### src/rtl/axi_pkg.sv
// Shared AXI encodings, the read-master FSM state type and the arsize helper.
package axi_pkg;

  typedef enum logic [1:0] {
    BURST_FIXED = 2'b00,
    BURST_INCR  = 2'b01,
    BURST_WRAP  = 2'b10
  } axi_burst_e;

  typedef enum logic [1:0] {
    RESP_OKAY   = 2'b00,
    RESP_EXOKAY = 2'b01,
    RESP_SLVERR = 2'b10,
    RESP_DECERR = 2'b11
  } axi_resp_e;

  typedef enum logic [1:0] {
    ST_IDLE,
    ST_ADDR,
    ST_DATA
  } rd_state_e;

  function automatic logic [2:0] calc_arsize(input int unsigned data_width);
    return 3'($clog2(data_width / 8));
  endfunction

endpackage

### src/rtl/axi_rd_master_fifo.sv
// Synchronous FIFO with flop storage; the output word is read straight from a register.
module axi_rd_master_fifo #(
  parameter int unsigned WIDTH = 8,
  parameter int unsigned DEPTH = 4
) (
  input  logic             clk,
  input  logic             rst,
  input  logic             push_i,
  input  logic [WIDTH-1:0] din_i,
  input  logic             pop_i,
  output logic [WIDTH-1:0] dout_o,
  output logic             full_o,
  output logic             empty_o
);

  localparam int unsigned AW = $clog2(DEPTH);

  logic [WIDTH-1:0] mem_q [DEPTH];
  logic [AW-1:0]    wr_ptr_q, rd_ptr_q;
  logic [AW:0]      cnt_q;
  logic             do_push, do_pop;

  assign full_o  = (cnt_q == (AW+1)'(DEPTH));
  assign empty_o = (cnt_q == '0);
  assign do_push = push_i && !full_o;
  assign do_pop  = pop_i && !empty_o;
  assign dout_o  = mem_q[rd_ptr_q];

  always_ff @(posedge clk or posedge rst) begin
    if (rst) begin
      for (int i = 0; i < int'(DEPTH); i++) mem_q[i] <= '0;
      wr_ptr_q <= '0;
      rd_ptr_q <= '0;
      cnt_q    <= '0;
    end else begin
      if (do_push) begin
        mem_q[wr_ptr_q] <= din_i;
        wr_ptr_q        <= wr_ptr_q + 1'b1;
      end
      if (do_pop) rd_ptr_q <= rd_ptr_q + 1'b1;
      case ({do_push, do_pop})
        2'b10:   cnt_q <= cnt_q + 1'b1;
        2'b01:   cnt_q <= cnt_q - 1'b1;
        default: cnt_q <= cnt_q;
      endcase
    end
  end

endmodule

### src/rtl/axi_rd_master.sv
// AXI4 single-outstanding read initiator; response checking enabled by AXI_RD_MASTER_RESP_CHK_EN.
// state   | meaning
// ST_IDLE | ready for a command
// ST_ADDR | AR presented, waiting for arready
// ST_DATA | collecting beats until the counter reaches len
module axi_rd_master
  import axi_pkg::*;
#(
  parameter int unsigned DATA_WIDTH = 64,
  parameter int unsigned ADDR_WIDTH = 8,
  parameter int unsigned ID_WIDTH   = 4,
  parameter int unsigned FIFO_DEPTH = 4
) (
  input  logic                  clk,
  input  logic                  rst,
  input  logic                  cmd_vld,
  output logic                  cmd_rdy,
  input  logic [ADDR_WIDTH-1:0] cmd_addr,
  input  logic [7:0]            cmd_len,
  input  logic [ID_WIDTH-1:0]   cmd_id,
  output logic                  arvalid,
  input  logic                  arready,
  output logic [ADDR_WIDTH-1:0] araddr,
  output logic [7:0]            arlen,
  output logic [2:0]            arsize,
  output logic [1:0]            arburst,
  output logic [ID_WIDTH-1:0]   arid,
  input  logic                  rvalid,
  output logic                  rready,
  input  logic [DATA_WIDTH-1:0] rdata,
  input  logic [1:0]            rresp,
  input  logic                  rlast,
  input  logic [ID_WIDTH-1:0]   rid,
  output logic                  dat_vld,
  input  logic                  dat_rdy,
  output logic [DATA_WIDTH-1:0] dat,
  output logic                  dat_last,
  output logic                  err,
  output logic                  busy
);

  localparam logic [2:0] ARSIZE = calc_arsize(DATA_WIDTH);
  localparam logic [ADDR_WIDTH-1:0] ALIGN_MASK = ~(ADDR_WIDTH'((1 << ARSIZE) - 1));

  rd_state_e             state_q, state_d;
  logic [ADDR_WIDTH-1:0] addr_q, addr_d;
  logic [7:0]            len_q, len_d;
  logic [7:0]            cnt_q, cnt_d;
  logic [ID_WIDTH-1:0]   id_q, id_d;

  logic              cmd_acc, beat, beat_last;
  logic              fifo_full, fifo_empty;
  logic [DATA_WIDTH:0] fifo_dout;

  assign cmd_rdy   = (state_q == ST_IDLE);
  assign arvalid   = (state_q == ST_ADDR);
  assign rready    = (state_q == ST_DATA) && !fifo_full;
  assign busy      = (state_q != ST_IDLE);
  assign araddr    = addr_q;
  assign arlen     = len_q;
  assign arid      = id_q;
  assign arsize    = ARSIZE;
  assign arburst   = BURST_INCR;
  assign cmd_acc   = cmd_vld && cmd_rdy;
  assign beat      = rvalid && rready;
  assign beat_last = (cnt_q == len_q);

  always_ff @(posedge clk or posedge rst) begin
    if (rst) begin
      state_q <= ST_IDLE;
      addr_q  <= '0;
      len_q   <= '0;
      cnt_q   <= '0;
      id_q    <= '0;
    end else begin
      state_q <= state_d;
      addr_q  <= addr_d;
      len_q   <= len_d;
      cnt_q   <= cnt_d;
      id_q    <= id_d;
    end
  end

  always_comb begin
    state_d = state_q;
    addr_d  = addr_q;
    len_d   = len_q;
    cnt_d   = cnt_q;
    id_d    = id_q;
    case (state_q)
      ST_IDLE: begin
        if (cmd_vld) begin
          addr_d  = cmd_addr & ALIGN_MASK;
          len_d   = cmd_len;
          id_d    = cmd_id;
          cnt_d   = '0;
          state_d = ST_ADDR;
        end
      end
      ST_ADDR: begin
        if (arready) state_d = ST_DATA;
      end
      ST_DATA: begin
        // Termination comes from the beat counter alone; rlast is only cross-checked.
        if (beat) begin
          cnt_d = cnt_q + 8'd1;
          if (beat_last) state_d = ST_IDLE;
        end
      end
      default: state_d = ST_IDLE;
    endcase
  end

  axi_rd_master_fifo #(
    .WIDTH (DATA_WIDTH + 1),
    .DEPTH (FIFO_DEPTH)
  ) u_fifo (
    .clk     (clk),
    .rst     (rst),
    .push_i  (beat),
    .din_i   ({beat_last, rdata}),
    .pop_i   (dat_rdy),
    .dout_o  (fifo_dout),
    .full_o  (fifo_full),
    .empty_o (fifo_empty)
  );

  assign dat_vld  = !fifo_empty;
  assign dat      = fifo_dout[DATA_WIDTH-1:0];
  assign dat_last = fifo_dout[DATA_WIDTH];

`ifdef AXI_RD_MASTER_RESP_CHK_EN
  logic err_q, err_d, beat_bad;

  assign beat_bad = (rresp == RESP_SLVERR) || (rresp == RESP_DECERR) ||
                    (rlast != beat_last) || (rid != id_q);

  always_comb begin
    err_d = err_q;
    if (cmd_acc)               err_d = 1'b0;
    else if (beat && beat_bad) err_d = 1'b1;
  end

  always_ff @(posedge clk or posedge rst) begin
    if (rst) err_q <= 1'b0;
    else     err_q <= err_d;
  end

  assign err = err_q;
`else
  logic unused_resp;
  assign unused_resp = ^{rresp, rlast, rid, cmd_acc};
  assign err = 1'b0;
`endif

endmodule

### config.mk
export PLATFORM = sky130hd
export DESIGN_NAME = axi_rd_master
export DESIGN_NICKNAME = d
export VERILOG_FILES = /design/src/rtl/axi_pkg.sv /design/src/rtl/axi_rd_master_fifo.sv /design/src/rtl/axi_rd_master.sv
export SDC_FILE = /design/constraint.sdc
export NUM_CORES = 1
export LEC_CHECK = 0
export CORE_MARGIN = 2
export CORE_UTILIZATION = 69
export DETAILED_ROUTE_END_ITERATION = 12
export DONT_BUFFER_PORTS = 1
export GPL_ROUTABILITY_DRIVEN = 0
export PLACE_DENSITY = 0.95
export REMOVE_ABC_BUFFERS = 1
export SYNTH_ARGS = -nofsm -noshare
export SYNTH_HDL_FRONTEND = slang
export SYNTH_SLANG_ARGS = --single-unit
### constraint.sdc
create_clock -name clk -period 15.15 [get_ports clk]
set_clock_uncertainty 0.05 [all_clocks]
set_input_delay 0.7575 -clock clk [delete_from_list [all_inputs] [get_ports clk]]
set_output_delay 0.7575 -clock clk [all_outputs]
set_load 0.005 [all_outputs]
# After elaboration in Yosys (flattened, before gate mapping)
# Cells that the tools add are included.
totals:
  register_bits: 294
  latchBits: 0
  mem_bits_rw: 0
  rom_bits: 0
  in_bits: 97
  wordCells: 62
  n_memories: 0
classes:
  n_addsub: 5
  multipliers: 0
  div_mod_pow: 0
  order_cmp: 3
  n_eq_ne: 10
  shifts: 0
  n_mux: 15
  n_bitwise: 2
  n_reduce_logical: 15
ops:
  columns: ["cell", "n"]
  rows:
  - ["$bwmux 260", 1]
  - ["$mux 65", 3]
  - ["$bmux 65 s2", 1]
  - ["$demux 65 s2", 1]
  - ["$mux 8", 2]
  - ["$pmux 8 s2", 1]
  - ["$add 8x1->8 const B", 1]
  - ["$eq 8x8->1", 1]
  - ["$mux 2", 4]
  - ["$ge 3x3->1 const B", 2]
  - ["$not 2->3", 2]
  - ["$pmux 2 s3", 1]
  - ["$pmux 3 s2", 1]
  - ["$reduce_bool 2->1", 3]
  - ["$logic_and 1x1->1", 5]
  - ["$add 2x1->2 const B", 2]
  - ["$eq 2x1->1 const B", 2]
  - ["$eq 2x2->1 const B", 2]
  - ["$ne 2x1->1 const B", 2]
  - ["$ne 2x2->1 const B", 2]
  - ["$reduce_and 4->1", 1]
  - ["$add 3x1->3 const B", 1]
  - ["$eq 3x3->1 const B", 1]
  - ["$logic_not 3->1", 1]
  - ["other kinds (6)", 7]

# Logic depth before layout (Yosys ltp)
# Gate-level depths: netlist of the first run.
logic_depth:
  ltp_word: 7
  depth_mapped: 11
  ltp_nobuf: 9

# Modules after synthesis
# Synthesis of the first run repeated with hierarchy kept, for this count alone.
hier_totals:
  cells_unflattened: 784
  hier_area_um2: 13115.1
by_module_without_submodules:
  columns: ["module", "n_inst", "cells_per_inst", "area_per_inst_um2", "seq_area_each_um2"]
  rows:
  - ["axi_rd_master_fifo", 1, 669, 11692.5, 6681.4]
  - ["axi_rd_master", 1, 115, 1422.6, 675.6]

# Least setup slack after synthesis of the first run
# No wires, ideal clock.
synth_timing:
  kind: "input to register"
  from: "in rvalid"
  to: "reg u_fifo.cnt_q[2]"
  arrival_time_ns: 2.254
  required_time_ns: 15.021
  path_slack_ns: 12.766
  stages: 10
  path_cell_list: "and3b_1 -> buf_2 -> buf_2 -> inv_2 -> ha_1 -> inv_1 -> fa_1 -> xor2_1 -> nor2_1 -> xor2_1"
synth_between:
  elab_chain_cells: 4
  elab_cells_between_ends: 6
  cone_classes: "eq/ne (2); mux (1); reduce/logical (3)"
synth_rtl:
  columns: ["element", "line", "rtl"]
  rows:
  - ["from (decl)", "axi_rd_master.sv:28", "input logic rvalid,"]
  - ["$logic_and 1x1->1 *", "axi_rd_master.sv:65", "assign beat = rvalid && rready;"]
  - ["$logic_and 1x1->1 *", "axi_rd_master_fifo.sv:25", "assign do_push = push_i && !full_o;"]
  - ["$eq 2x1->1 or $eq 2x2->1 (tied branches)", "axi_rd_master_fifo.sv:41", "case ({do_push, do_pop})"]
  - ["$pmux 3 s2 or $reduce_bool 2->1 (tied branches)", null, null]
  - ["to (signal assigned)", "axi_rd_master_fifo.sv:42", "2'b10: cnt_q <= cnt_q + 1'b1;"]
  - ["to (signal assigned)", "axi_rd_master_fifo.sv:43", "2'b01: cnt_q <= cnt_q - 1'b1;"]
  - ["to (signal assigned)", "axi_rd_master_fifo.sv:44", "default: cnt_q <= cnt_q;"]
  - ["to (decl)", "axi_rd_master_fifo.sv:20", "logic [AW:0] cnt_q;"]
# Mark *: on every way between the ends. The rest lies on a longest branch, timed or not.
# A chain may end at the register's enable or synchronous reset.

# Worst setup path in the final report of the first run
layout_timing:
  from: "reg u_fifo.rd_ptr_q[0]"
  to: "out dat[18]"
layout_between:
  elab_chain_cells: 4
layout_rtl:
  columns: ["element", "line", "rtl"]
  rows:
  - ["from (decl)", "axi_rd_master_fifo.sv:19", "logic [AW-1:0] wr_ptr_q, rd_ptr_q;"]
  - ["from (signal assigned)", "axi_rd_master_fifo.sv:40", "if (do_pop) rd_ptr_q <= rd_ptr_q + 1'b1;"]
  - ["$not 2->3 (implied by the code)", "axi_rd_master_fifo.sv:27", "assign dout_o = mem_q[rd_ptr_q];"]
  - ["$bmux 65 s2", "axi_rd_master_fifo.sv:27", null]
  - ["$mux 65 (implied by the code) (2 in a row)", "axi_rd_master_fifo.sv:27", null]
  - ["to (decl)", "axi_rd_master.sv:36", "output logic [DATA_WIDTH-1:0] dat,"]
# Every way passes these cells. The select of a mux whose other input is x is not followed.

==> flow_summary.yaml, run 1 <==
clock_tree:
  cts-htree-levels: 1
  cts_root_buffer: "clkbuf_16"
  cts_tree: "yes"
  post_cts_buffers: 0
  clk_pin_slew_ns: 0.06
  cts-resized-gates: 0
  ctsHoldBuffers: 0
  numClockSinks: 294
  cts_made_buffers: 30
  insertion_delay_ns: 0.54
  clockBufferDepth: 3
route:
  wl_met2_um: 14160
  ant_nets: 0
  vias_per_cell: 6.465
  wl_per_cell_um: 26.03
  route.detailed.drc: 0
  wl_met3_um: 2131
  vias: 6833
  top_layer: "met4"
  routed_wl_um: 27520
  firstDrtPassIters: 6
  initialDrtViolationCount: 321
  wl_met1_um: 10610
global_route:
  grt_max_degree: 132
  grt_pass1_wl_um: 43720
  grtUsageTotal_pct: 27.05
  grt_pass1_vias: 7728
  grt_overflow: 0
  antenna_found_initial: 0
logic_synthesis:
  ys_warn_count: 0
  netlist.area_leader.share_pct: 53.71
  synth_flop_cell: "dfrtp_1"
  synth_area_leaders: "dfrtp_1 (54%), mux2_4 (22%), mux4_2 (11%), mux2_1 (4.9%), buf_6 (1.6%)"
  synth_edf_count: 0
  yosys.area_share.adder_pct: 0.6943
  syn_inst: 779
  synth_simple_gate_area_share_pct: 1.471
  synth.largest_area_cell: "dfrtp_1"
  synth-xor-area-share_pct: 0.9592
  synth_area_per_cell_um2: 17.58
  async_flop_share_pct: 100.0
  synthTopCellsByCount: "dfrtp_1 (294), mux2_4 (200), mux4_2 (65), mux2_1 (59), buf_6 (20)"
  yosysMostFrequentCell: "dfrtp_1"
  synth_top_family_by_area: "multiplexers"
  syn-cell-area_um2: 13700
  synth_mux_area_share_pct: 39.23
  synth_cell_type_count: 36
  synth.yosys.seq_area_share_pct: 53.71
  synth_seq_cells: 294
  synth_compound_area_share_pct: 0.4842
power:
  seqPwrFrac_pct: 43.4
  power_density_nw_per_um2: 220.4
  ir_worst_vdd_mv: 0.1465
  total_leakage_power_nw: 7.301
  internal-power_mw: 2.287
  swShare_pct: 29.53
  p_sw_uw: 958.3
  combinationalPowerShare_pct: 34.0
  clkPwrFrac_pct: 22.7
floorplanning:
  rows: 51
  start_util_pct: 70.38
  ios: 193
  die_w_um: 144.9
  core_area_um2: 19460
  die_h_um: 144.9
  die_area_um2: 20990
sta:
  fin_crit_ns: 3.556
  fmax_mhz: 281.2
  finalHoldViolations: 0
  slew_headroom_pct: 25.48
  finalMaxSlewViolations: 0
  fin_ws_ns: 11.59
  rsz0062_at_grt: "no"
  finalSetupTns_ns: 0
  holdWs_ns: 0.1851
  finalCritPeriodShare_pct: 23.47
  worstMarginPinSlew_ns: 1.118
  setup_viol: 0
place:
  dp_slack_ns: 12.00
  place_inst: 1003
  io_buffer_count: 0
  place_hpwl_um: 16820
finish:
  drive_above_1_share_pct: 43.69
  nFillCells: 1046
  fin_nets: 874
  final_cells: 1057
  diodes: 0
  syn_to_final_growth_pct: 7.481
worst_setup_path:
  path_cells: "buf_4, mux4_2"
  worst-path-buf-inv: 1
  critPathCaptureType: "primary output"
  r2r_start: "u_fifo.cnt_q[0]"
  crit_family: "buffers and inverters"
  cp.depth: 2
  crit_slowest_cell: "buf_4"
  slowest_delay_ns: 0.86
  path_max_fanout: 49
  start_kind: "flop"
  arrival_ns: 2.75
  setup.worst_path.class: "reg -> out"
  worst_ep_required_time_ns: 14.34
  startpoint: "u_fifo.rd_ptr_q[0]"
  reg2reg_depth: 5
job:
  drv_cap: 0
hold_path:
  hold_class: "in -> async"
outcome:
  status: "finished, final reports clean"
## sequential cells by signal, summed over array words and instances (netlist names)
signal	count
arlen	8
cnt_q	8
u_fifo.wr_ptr_q	2
arid	4
state_q	2
u_fifo.cnt_q	3
u_fifo.mem_q	260
araddr	5
u_fifo.rd_ptr_q	2
## power groups by stage
stage               Clock (mW)  Sequential (mW)  Combinational [mW]
floorplan                    0             1.35               0.919
global placement             0             1.35                1.06
detailed placement           0             1.40                1.10
CTS                      0.746             1.40                1.12
global route             0.780             1.45                1.18
finish                   0.736             1.41                1.10
## per-layer routing
layer	global-route usage (%)	up-vias
met2	46.33	268
met3	7.305	59
met4	7.920	0
met1	34.16	3690
met5	0	-
li1	-	2816
## cell usage in the layout (no fill, tap or decap), types with 6 or more instances in the layout
cell,synthesis,routed
xnor2_1,11,11
dfrtp_1,294,292
inv_1,9,8
buf_4,13,8
clkbuf_8,0,6
mux2_4,200,200
mux2_1,59,59
clkbuf_1,7,8
clkbuf_16,0,31
conb_1,2,9
mux4_2,65,65
ha_1,6,6
mux2_2,18,18
nand2_1,14,10
## metrics by stage
step	cell area [um^2]	total power, mW	utilization, %
floorplan	13300	2.270	-
global placement	13730	2.410	70.55
detailed placement	13730	2.505	70.55
CTS	14720	3.265	75.64
global route	14720	3.406	75.64
finish	14720	3.245	75.64
## layout make-up
| class | count | area (um^2) | share of cell area, % |
|---|---|---|---|
| sequential | 294 | 7362 | 50.01 |
| multi-input combinational | 426 | 5932 | 40.29 |
| clock buffer | 45 | 888.4 | 6.034 |
| tap | 265 | 331.6 | 2.252 |
| clock inverter | 9 | 102.6 | 0.6969 |
| timing repair buffer | 8 | 60.06 | 0.4080 |
| inverter | 10 | 45.04 | 0.3060 |
## cell families (layout without fill, tap and decap cells)
| group | Yosys count | after routing |
|---|---|---|
| mux | 346 | 346 |
| flops | 294 | 294 |
| buf+inv | 66 | 72 |
| simple gates | 39 | 39 |
| xor+xnor | 15 | 15 |
| compound gates | 10 | 10 |
| fa+ha+maj | 7 | 7 |
| other cells | 2 | 9 |
## worst paths after layout
| kind | end | slack [ns] |
|---|---|---|
| max | dat[18] | 11.59 |
| min | u_fifo.mem_q[126] | 0.19 |
| max reg2reg | u_fifo.mem_q[64] | 11.99 |
| min reg2reg | u_fifo.cnt_q[2] | 0.43 |
| max in group asynchronous | u_fifo.rd_ptr_q[0] | 13.02 |
| min in group clk | state_q[0] | 0.25 |
No activity file was read; power rests on OpenSTA's default activity.
==> inputs of run 2 (changes only) <==
- ABC_AREA: default -> 1
- CORE_UTILIZATION: 69 -> 64
- PLACE_DENSITY: 0.95 -> 0.9
- clock period: 15.15 -> 3.5 ns (I/O delays scaled with it)
==> run 2 against run 1 <==
Final cell count rose by 89%. Core utilization fell by 2.1 points. Register-to-register slack got worse by 11 ns. Global-route usage rose by 6.3 points. Combinational power rose to 5.2 times the previous value.
==> flow_summary.yaml, run 2 <==
outcome:
  status: "finished, final reports clean"
finish:
  syn_to_final_growth_pct: 13.14
  final_cell_mix: "nand2_1 (559), o21ai_0 (405), dfrtp_1 (292)"
  diodes: 0
  largest-register: "u_fifo.mem_q"
  largest_reg_flops: 260
  drive_above_1_share_pct: 5.961
  stdcell_area_um2: 15470
  nFillCells: 1412
  layout.cells.most_common: "nand2_1"
  fin_nets: 1812
logic_synthesis:
  synth_area_leaders: "dfrtp_1 (54%), nand2_1 (15%), o21ai_0 (15%), nor2_1 (4.0%), o22ai_1 (2.9%)"
  syn-cell-area_um2: 13670
  synth.largest_area_cell: "dfrtp_1"
  yosysMostFrequentCell: "nand2_1"
  synth_seq_cells: 294
  synth_edf_count: 0
  synth.yosys.seq_area_share_pct: 53.81
  synth_flop_cell: "dfrtp_1"
  synthTopCellsByCount: "nand2_1 (559), o21ai_0 (405), dfrtp_1 (294), nor2_1 (146), clkbuf_1 (90)"
  syn_inst: 1695
  netlist.area_leader.share_pct: 53.81
  synth_area_per_cell_um2: 8.067
  synth_cell_type_count: 26
  ys_warn_count: 0
  async_flop_share_pct: 100.0
global_route:
  antenna_found_initial: 0
  grtUsageTotal_pct: 33.39
  grt_pass1_vias: 12060
  grt_pass1_wl_um: 60400
  grt_overflow: 0
  grt_max_degree: 137
floorplanning:
  ios: 193
  die_w_um: 150.2
  start_util_pct: 65.04
  die_h_um: 150.2
  core_area_um2: 21020
  die_area_um2: 22550
  rows: 53
clock_tree:
  numClockSinks: 294
  cts_made_buffers: 29
  clockBufferDepth: 3
  clk_pin_slew_ns: 0.06
  post_cts_buffers: 0
  cts_root_buffer: "clkbuf_16"
  cts-htree-levels: 1
  cts-resized-gates: 0
  cts_tree: "yes"
  insertion_delay_ns: 0.53
worst_setup_path:
  start_kind: "flop"
  regToRegSetupSlack_ns: 0.96
  critPathCaptureType: "primary output"
  crit_end: "dat[49]"
  startpoint: "u_fifo.rd_ptr_q[0]"
  worst_ep_required_time_ns: 3.27
  arrival_ns: 2.69
  crit-reg2reg-capture: "u_fifo.cnt_q[2]"
  reg2reg_depth: 9
  setup.worst_path.class: "reg -> out"
  path_max_fanout: 57
  r2r_start: "u_fifo.cnt_q[1]"
route:
  vias_per_cell: 6.129
  firstDrtPassIters: 7
  initialDrtViolationCount: 1362
  route.detailed.drc: 0
  routed_wl_um: 37840
  wl_per_cell_um: 18.89
  ant_nets: 0
  vias: 12280
sta:
  fin_crit_ns: 2.912
  finalHoldViolations: 0
  finalMaxSlewViolations: 0
  rsz0062_at_grt: "no"
  fmax_mhz: 343.4
  finalSetupTns_ns: 0
  slew_headroom_pct: 37.28
  setup_viol: 0
  finalCritPeriodShare_pct: 83.19
  holdWs_ns: 0.1849
  worstMarginPinSlew_ns: 0.9409
job:
  drv_cap: 0
place:
  place_area_um2: 13690
  io_buffer_count: 0
  place_hpwl_um: 19860
hold_path:
  hold_class: "in -> reg"
power:
  power_density_nw_per_um2: 934.3
  total_leakage_power_nw: 7.458
  ir_worst_vdd_mv: 0.7082
[run 2: cell types whose count changed in the layout (fill, tap and decap cells not counted), moves of 16 or more]
cell,before,now
dlygate4sd3_1,0,85
mux2_1,59,0
inv_1,8,29
o21ai_0,3,405
nand2_1,10,559
o22ai_1,0,63
mux2_4,200,0
nor2_1,4,143
buf_4,8,24
mux4_2,65,0
[run 2: layout make-up]
| cell class | count | area (um^2) | share of cell area, % |
|---|---|---|---|
| sequential | 294 | 7362 | 47.59 |
| clock inverter | 5 | 27.53 | 0.1779 |
| timing repair buffer | 112 | 1091 | 7.053 |
| tap | 275 | 344.1 | 2.224 |
| clock buffer | 46 | 899.6 | 5.815 |
| inverter | 37 | 148.9 | 0.9625 |
| multi-input combinational | 1234 | 5597 | 36.18 |
[run 2: worst min-delay path by stage]
stage                          from                  to  slack (ns)  cells past startpoint
after floorplan            rdata[0]     u_fifo.mem_q[0]        0.24                      2
after global placement    rdata[11]    u_fifo.mem_q[76]        0.24                      2
after detailed placement  rdata[59]    u_fifo.mem_q[59]        0.25                      2
after CTS                    rvalid  u_fifo.wr_ptr_q[0]        0.15                      2
after global routing         rvalid  u_fifo.wr_ptr_q[0]        0.22                      2
final                        rvalid  u_fifo.wr_ptr_q[0]        0.18                      2
[run 2: worst max-delay path: stages, from the launching register on]
cell     delay [ns]
dfrtp_4        0.71
inv_4          0.55
buf_4          0.42
o21ai_0        0.12
o22ai_1        0.31
[run 2: metal layers]
metal  share of wire (%)  wire length, um  GRT usage [%]  up-vias
met5                   0                0              0        -
met2                  50            18920          56.64      738
met4                 2.4              913          12.59        0
met1                  37            14020          42.09     5893
met3                  11             3975          7.515       87
li1                    -                -              -     5558
[run 2: cells by family (layout without fill, tap and decap cells)]
group	Yosys count	after routing	share of synthesized area, %
muxes	12	12	0.9883
AOI/OAI and AO/OA	479	479	18.25
adders and majority gates	7	7	0.6955
buffers and inverters	174	200	5.756
xor gates and xnor gates	9	9	0.5765
other	2	9	0.05493
and+or+nand+nor	718	718	19.88
DFF	294	294	53.81
[run 2: power by group]
group          total [mW]  switching [mW]  leakage [nW]  internal [mW]
Combinational        5.69            4.01          3.30           1.68
Sequential           5.73           0.859          3.69           4.87
Clock                3.03            1.28         0.459           1.75
Total                14.5            6.15          7.46           8.30
[run 2: repair_timing]
item,4_1_cts,5_1_grt
endpoints found under the hold margin,408,0
hold buffers,85,0
setup endpoints to repair,0,0
[run 2: stage by stage]
step	setup slack [ns]	cells	total power, mW	utilization [%]
2_1_floorplan	-4.844	1565	9.293	-
3_3_place_gp	1.116	1867	10.81	65.13
3_5_place_dp	1.054	1867	11.11	65.13
4_1_cts	0.6409	2003	14.25	73.59
5_1_grt	0.4429	2003	15.46	73.59
6_report	0.5883	2003	14.45	73.59
